File: config.mk
export PLATFORM = sky130hd
export DESIGN_NAME = cms_trace_streamer
export DESIGN_NICKNAME = d
export VERILOG_FILES = /design/src/rtl/cms_trace_streamer.sv
export SDC_FILE = /design/constraint.sdc
export NUM_CORES = 2
export LEC_CHECK = 0
export CORE_ASPECT_RATIO = 1.5
export CORE_MARGIN = 1
export CORE_UTILIZATION = 55
export DETAILED_ROUTE_END_ITERATION = 12
export DONT_BUFFER_PORTS = 1
export PLACE_DENSITY_LB_ADDON = 0.25
export SLEW_MARGIN = 20
export SYNTH_ARGS = -nofsm -noshare
export SYNTH_HDL_FRONTEND = slang
export SYNTH_SLANG_ARGS = --single-unit
File: constraint.sdc
create_clock -name clk -period 8.95 [get_ports clk]
set_input_delay 0.4475 -clock clk [delete_from_list [all_inputs] [get_ports clk]]
set_output_delay 0.4475 -clock clk [all_outputs]
set_load 0.05 [all_outputs]
File: src/rtl/cms_trace_streamer.sv
// Trace front end: filters retired instructions, folds per-cycle event counts into
// saturating accumulators and streams {events, pc, instr} packets over AXI-Stream.
module cms_trace_streamer #(
    parameter int XLEN       = 64,
    parameter int NUM_EVENTS = 4,
    parameter int EVT_WIDTH  = 8,
    parameter int FIFO_DEPTH = 16,
    localparam int DATA_WIDTH = NUM_EVENTS * EVT_WIDTH + XLEN + 32,
    localparam int LVL_W      = $clog2(FIFO_DEPTH) + 1
) (
    input  logic                             clk,
    input  logic                             rst,
    input  logic [31:0]                      instr,
    input  logic [XLEN-1:0]                  pc,
    input  logic                             pc_valid,
    input  logic [NUM_EVENTS*EVT_WIDTH-1:0]  events,
    input  logic [1:0]                       filter_mode,
    input  logic                             flush,
    input  logic [31:0]                      tlast_interval,
    output logic                             M_AXIS_tvalid,
    input  logic                             M_AXIS_tready,
    output logic [DATA_WIDTH-1:0]            M_AXIS_tdata,
    output logic                             M_AXIS_tlast,
    output logic [31:0]                      overflow_count,
    output logic [LVL_W-1:0]                 fifo_level
);

    localparam int PTR_W = $clog2(FIFO_DEPTH);
    localparam int EVW   = NUM_EVENTS * EVT_WIDTH;

    localparam logic [6:0] OP_JAL    = 7'b1101111;
    localparam logic [6:0] OP_JALR   = 7'b1100111;
    localparam logic [6:0] OP_BRANCH = 7'b1100011;

    logic [DATA_WIDTH-1:0] mem_q [FIFO_DEPTH];
    logic [PTR_W-1:0]      wr_ptr_q, wr_ptr_d;
    logic [PTR_W-1:0]      rd_ptr_q, rd_ptr_d;
    logic [LVL_W-1:0]      count_q, count_d;
    logic [EVW-1:0]        acc_q, acc_d;
    logic [31:0]           overflow_q, overflow_d;
    logic [31:0]           beat_cnt_q, beat_cnt_d;
    logic                  flush_pending_q, flush_pending_d;

    logic                  mode_match;
    logic                  keep;
    logic                  full;
    logic                  empty;
    logic                  push;
    logic                  drop;
    logic                  pop;
    logic                  interval_hit;
    logic                  tlast;
    logic [EVW-1:0]        sum_vec;
    logic [EVT_WIDTH:0]    ch_sum;
    logic [DATA_WIDTH-1:0] wr_data;

    always_comb begin
        mode_match = 1'b0;
        case (filter_mode)
            2'd0:    mode_match = 1'b1;
            2'd1:    mode_match = (instr[6:0] == OP_JAL) || (instr[6:0] == OP_JALR) ||
                                  (instr[6:0] == OP_BRANCH);
            2'd2:    mode_match = (instr[6:0] == OP_JALR);
            default: mode_match = 1'b0;
        endcase
        keep = pc_valid & mode_match;
    end

    // The extra carry bit of each channel sum selects the saturated value.
    always_comb begin
        sum_vec = '0;
        ch_sum  = '0;
        for (int i = 0; i < NUM_EVENTS; i++) begin
            ch_sum = {1'b0, acc_q[i*EVT_WIDTH +: EVT_WIDTH]} +
                     {1'b0, events[i*EVT_WIDTH +: EVT_WIDTH]};
            sum_vec[i*EVT_WIDTH +: EVT_WIDTH] = ch_sum[EVT_WIDTH] ? {EVT_WIDTH{1'b1}}
                                                                  : ch_sum[EVT_WIDTH-1:0];
        end
    end

    always_comb begin
        full    = (count_q == LVL_W'(FIFO_DEPTH));
        empty   = (count_q == '0);
        push    = keep & ~full;
        drop    = keep & full;
        pop     = ~empty & M_AXIS_tready;
        wr_data = {sum_vec, pc, instr};

        // Intervals of 0 and 1 both mean every beat closes a packet.
        if (tlast_interval <= 32'd1) begin
            interval_hit = 1'b1;
        end else begin
            interval_hit = (beat_cnt_q >= (tlast_interval - 32'd1));
        end
        tlast = ~empty & (interval_hit | (flush_pending_q & (count_q == LVL_W'(1))));
    end

    always_comb begin
        wr_ptr_d        = push ? wr_ptr_q + PTR_W'(1) : wr_ptr_q;
        rd_ptr_d        = pop ? rd_ptr_q + PTR_W'(1) : rd_ptr_q;
        count_d         = count_q + LVL_W'(push) - LVL_W'(pop);
        acc_d           = push ? '0 : sum_vec;
        overflow_d      = (drop && (overflow_q != 32'hFFFF_FFFF)) ? overflow_q + 32'd1
                                                                  : overflow_q;
        beat_cnt_d      = beat_cnt_q;
        flush_pending_d = flush_pending_q;
        if (pop) begin
            beat_cnt_d = tlast ? 32'd0 : beat_cnt_q + 32'd1;
        end
        if (flush && (!empty || push)) begin
            flush_pending_d = 1'b1;
        end else if (pop && tlast) begin
            flush_pending_d = 1'b0;
        end
    end

    always_ff @(posedge clk) begin
        if (rst) begin
            wr_ptr_q        <= '0;
            rd_ptr_q        <= '0;
            count_q         <= '0;
            acc_q           <= '0;
            overflow_q      <= '0;
            beat_cnt_q      <= '0;
            flush_pending_q <= 1'b0;
        end else begin
            wr_ptr_q        <= wr_ptr_d;
            rd_ptr_q        <= rd_ptr_d;
            count_q         <= count_d;
            acc_q           <= acc_d;
            overflow_q      <= overflow_d;
            beat_cnt_q      <= beat_cnt_d;
            flush_pending_q <= flush_pending_d;
        end
    end

    // Storage needs no reset: the head is masked to zero whenever the FIFO is empty.
    always_ff @(posedge clk) begin
        if (!rst && push) begin
            mem_q[wr_ptr_q] <= wr_data;
        end
    end

    always_comb begin
        M_AXIS_tvalid  = ~empty;
        M_AXIS_tdata   = empty ? '0 : mem_q[rd_ptr_q];
        M_AXIS_tlast   = tlast;
        overflow_count = overflow_q;
        fifo_level     = count_q;
    end

endmodule

After elaboration in Yosys (flattened, before gate mapping) --
Memory sizes are Yosys's and may differ from the RTL's. A register that Yosys moved wholly into a read port is not among the register bits. Index checks and enable logic that the tools add are counted. Widths: inputs -> output; s select.
Operators by class: $add $sub $neg 11, $lt $le $gt $ge 2, equality and inequality tests 8, muxes and demuxes 14, bitwise operators 9, reduce and logical (&&, ||, !) cells 13
Operators by type and width (number):
- $mux 128 | 1
- $add 32x1->32 const B | 2
- $add 8x8->9 | 4
- $ge 32x32->1 | 1
- $le 32x1->1 const B | 1
- $mux 32 | 1
- $mux 8 | 4
- $ne 32x32->1 const B | 1
- $sub 32x1->32 const B | 1
- $eq 7x7->1 const B | 3
- $add 4x1->4 const B | 2
- $mux 4 | 2
- $and 1x1->1 | 6
- $add 5x1->5 | 1
- $eq 5x1->1 const B | 1
- $eq 5x5->1 const B | 1
- $logic_not 5->1 | 1
- $mux 1 | 5
- $sub 5x1->5 | 1
- $logic_and 1x1->1 | 4
- $logic_or 1x1->1 | 3
- $pmux 1 s3 | 1
- $eq 2x1->1 const B | 1
- $eq 2x2->1 const B | 1
- 6 further kinds | 8
Storage, ports and cells: register bits after elaboration 110, memory bits (writable) 2048, input port bits 167, output and inout port bits 167, word-level logic and storage cells 65, memories kept 1
Memory list:
- mem_q | depth 16, width 128, read ports 1, clocked after memory_dff 1, write ports 1, line 35 | logic [DATA_WIDTH-1:0] mem_q [FIFO_DEPTH];

Longest topological paths before layout --
word-level depth 9, mapped depth 17, gate-level depth less buffers 16

Worst setup path before layout --
No wires, ideal clock.
kind flip-flop to flip-flop, start point register count_q[2] (netlist: fifo_level[2]), end point memory mem_q[15][0] in the netlist's numbering (enable), setup time 0.617 ns, arrival 7.170 ns, data required time 8.333 ns, setup slack 1.163 ns, stages on the path, launching flop included 8, path buffers 1, period minus slack after synthesis 7.787 ns, cells stage by stage dfxtp_1 -> inv_1 -> ha_1 -> nor4bb_1 -> and3b_1 -> clkbuf_1 -> nand2_1 -> nor2_1
Between the ends: cells in the longest elaborated chain, start to end 6
Ends and longest elaborated chain:
- start, declared | line 38 | logic [LVL_W-1:0] count_q, count_d;
- start signal, assigned | line 129 | count_q <= count_d;
- $eq 5x5->1 | line 82 | full = (count_q == LVL_W'(FIFO_DEPTH));
- $not 1->1 | line 84 | push = keep & ~full;
- $and 1x1->1 | line 84
- $logic_and 1x1->1 | line 139 | if (!rst && push) begin
- $mux 1 | line 139
- $mux 1 (implied by the code) | line 140 | mem_q[wr_ptr_q] <= wr_data;
- end, declared | line 35
Every way passes these cells.

Worst setup path in the final report --
start point input tlast_interval[11], end point output M_AXIS_tlast
Between the ends: cells in the longest elaborated chain, start to end 5, elaborated cells between the ends (all ways) 6, classes of those cells add/sub (1); order compare (2); mux (1); bitwise (2)
Ends and longest elaborated chain:
- start, declared | line 19 | input logic [31:0] tlast_interval,
- $sub 32x1->32 | line 93 | interval_hit = (beat_cnt_q >= (tlast_interval - 32'd1));
- $ge 32x32->1 | line 93
- $mux 1 (*) | line 90 | if (tlast_interval <= 32'd1) begin
- $or 1x1->1 (*) | line 95 | tlast = ~empty & (interval_hit | (flush_pending_q & (count_q == LVL_W'(1))));
- $and 1x1->1 (*) | line 95
- end, declared | line 23 | output logic M_AXIS_tlast,
Every way passes the cells marked *; elsewhere a longest branch is shown, timed or not.

==> results.toml <==
[run_status]
outcome = "completed"

[final_layout]
drive_above_1_share_pct = 24.4
layout_common_cells = "edfxtp_1, mux4_2, clkbuf_16"
final_common_cell = "edfxtp_1"
utilization_pct = 62.4
finalNonFillerCells = 6301
synthToLayoutAreaGrowth_pct = 12.2
layout.nets = 4341

[floorplan]
die_w_um = 322
die_area_mm2 = 0.155
start_util_pct = 55.6
die_y_um = 482
io_pins = 334
rows = 175
core_region_area_mm2 = 0.152

[clock_network]
cts_inserted_buffers = 191
cts-htree-levels = 4
cts_root_buf = "clkbuf_16"
ctsHoldBuffers = 123
clkTransAtPathRegs_ns = 0.06
postCtsResizedCells = 0
cts_num_sinks = 2162
post_cts_buffers = 0
clock_latency_ns = 0.83
cts_tree = "yes"
clk_path_buf_depth = 3

[yosys]
avgSynthCellArea_um2 = 21.8
yosys_warnings = 0
ys.flop_type = "edfxtp_1"
ys_ff_latch = 2162
syn_nets = 4129
synthTopCellsByArea = "edfxtp_1, mux4_2, dfxtp_1"
synth_area_leader_cell = "edfxtp_1"
yosysSeqAreaShare_pct = 75.4
netlist_instances = 3878
synth.distinct_cells = 54
synthArstFlopShare_pct = 0
syn-cell-area_mm2 = 0.0846
synth_edf_count = 2048
synth_top_area_share_pct = 72.7

[setup_path]
ff2ff_path_depth = 8
rrSetupSlack_ns = 4.37
crit_path_end = "M_AXIS_tlast"
cp-startpoint = "tlast_interval[11]"
criticalPathCategory = "in2out"
crit_fanout = 6
timing.rr.end = "mem_q[5][110]"
reg2reg_from = "fifo_level[3]"
required_ns = 8.50
crit_arrival_ns = 4.82
crit_path_start_kind = "input port"
crit_path_end_kind = "output pin"

[route]
drc = 0
drt_wl_total_um = 187000
drt_iter0_drc = 3713
wl_per_cell_um = 29.7
vias = 39283
antenna_left = 0
dr.pass1.iters = 5
viasPerCell = 6.23

[place]
place_inst = 5809
hpwl_um = 101000
dp_slack_ns = 3.82
place_congestion = 0.791
port_buffers = 0

[sta]
setup_viol_count_final = 0
period_share_pct = 58.8
finClkSkew_ns = 0.0406
setup_ws_ns = 3.69
tightestPinTransition_ns = 1.23
rsz0062_at_grt = "false"
setup_tns_ns = 0
hold_ws_ns = 0.0406
finalHoldViolations = 0
fmax_mhz = 190
fin_crit_ns = 5.26
timing.slew.headroom_pct = 18.2
report.final.slew_viol_count = 0

[grt]
overflow = 0
grt_pass1_wl_um = 273000
grtUsageTotal_pct = 24.5
grt_max_degree = 149
grt_pass1_vias = 41094
antenna_found_initial = 32

[pwr]
p_leak_uw = 0.0291
peakVddDrop_mv = 0.365
power.share.sequential_pct = 44.6
switching_share_pct = 29.6
power.switching_uw = 7870
p_int_uw = 18700
p_per_area_mw_per_mm2 = 280
comb_power_share_pct = 23.8
p_clk_share_pct = 31.6

[run]
cap_violations = 0

[min_path]
hold_path_class = "in2reg"
## sequential cells by signal, indices dropped and copies added, names as in the netlist, named ones only
| name | count |
|---|---|
| mem_q | 2048 |
| flush_pending_q | 1 |
| beat_cnt_q | 32 |
| overflow_count | 32 |
| wr_ptr_q | 4 |
| rd_ptr_q | 4 |
| fifo_level | 5 |
| acc_q | 32 |
## routing by layer
metal	GRT usage, %	vias to the layer above	part of all wire, %
met1	32.5	20980	39
met3	4.98	267	7.6
met4	6.45	30	2.1
li1	-	16523	-
met2	41.7	1483	51
met5	0	-	0.094
## power by group through the flow
| stage | sequential, uW | clock, uW | combinational (uW) |
|---|---|---|---|
| global route | 11900 | 8890 | 6730 |
| detailed placement | 12100 | 0 | 6260 |
| CTS | 11900 | 8550 | 6430 |
| finish | 11900 | 8400 | 6320 |
| global placement | 12100 | 0 | 6210 |
| floorplan | 12000 | 0 | 4920 |
## kinds of logic after synthesis
group / share of synthesized area (%)
flip-flops: 75.4
XOR/XNOR: 1.14
AND/OR/NAND/NOR: 3.21
adder cells (fa/ha/maj): 1.29
AO/OA/AOI/OAI: 0.837
buffers and inverters: 1.03
multiplexers: 17.1
## how the worst min path moves through the flow
stage | from | endpoint | cells past startpoint
floorplan | flush_pending_q | flush_pending_q | 2
global placement | rd_ptr_q[1] | register | 2
detailed placement | rd_ptr_q[1] | register | 2
CTS | events[14] | acc_q[14] | 3
global route | rst | beat_cnt_q[17] | 2
finish | rst | beat_cnt_q[22] | 2
## cell usage after synthesis, drive strengths merged (2+ instances only)
library cell / instances
nand3b: 6
nor4bb: 2
a221oi: 2
nor4b: 2
xor2: 49
fa: 5
nor2b: 11
and2: 130
nand2: 93
or4: 6
nor4: 15
mux2: 2
mux4: 640
or2: 2
a21oi: 63
buf: 52
dfxtp: 114
o21ai: 30
a31oi: 5
mux2i: 6
and3: 11
nand2b: 9
a21o: 9
nor3b: 3
or3: 10
nor2: 128
a21boi: 4
nor3: 36
nand3: 28
xnor2: 61
clkbuf: 125
nand4: 19
edfxtp: 2048
inv: 53
o2111ai: 4
and4: 7
ha: 79
## cell type report
cell class | instances | area, um^2
well taps | 2035 | 2550
fillers | 10259 | 57200
clock buffers | 225 | 4960
inverters | 53 | 204
multi-input cells | 1486 | 20100
clock inverters | 132 | 1470
flip-flops and latches | 2162 | 63800
diodes | 12 | 30.0
repair buffers | 196 | 1880
## worst max-delay path: stages
cell and delay, ns:
or4_4 0.54, or4_4 0.46, or4_4 0.52, nor2_4 0.18
nand2_4 0.09, nor4_4 0.24, xnor2_1 0.15, ha_1 0.27
a21oi_1 0.14, nand2_1 0.07, a221oi_1 0.29, o211ai_1 0.13
a211oi_1 0.79, nor2_1 0.48
## per-stage QoR
| stage | instance area, um^2 | total power, uW |
|---|---|---|
| 2_1_floorplan | 84600 | 16900 |
| 4_1_cts | 94900 | 26800 |
| 3_5_place_dp | 87300 | 18400 |
| 5_1_grt | 95000 | 27500 |
| 3_3_place_gp | 87300 | 18300 |
| 6_report | 95000 | 26600 |
Note: power is estimated with default switching activity, not from simulation.
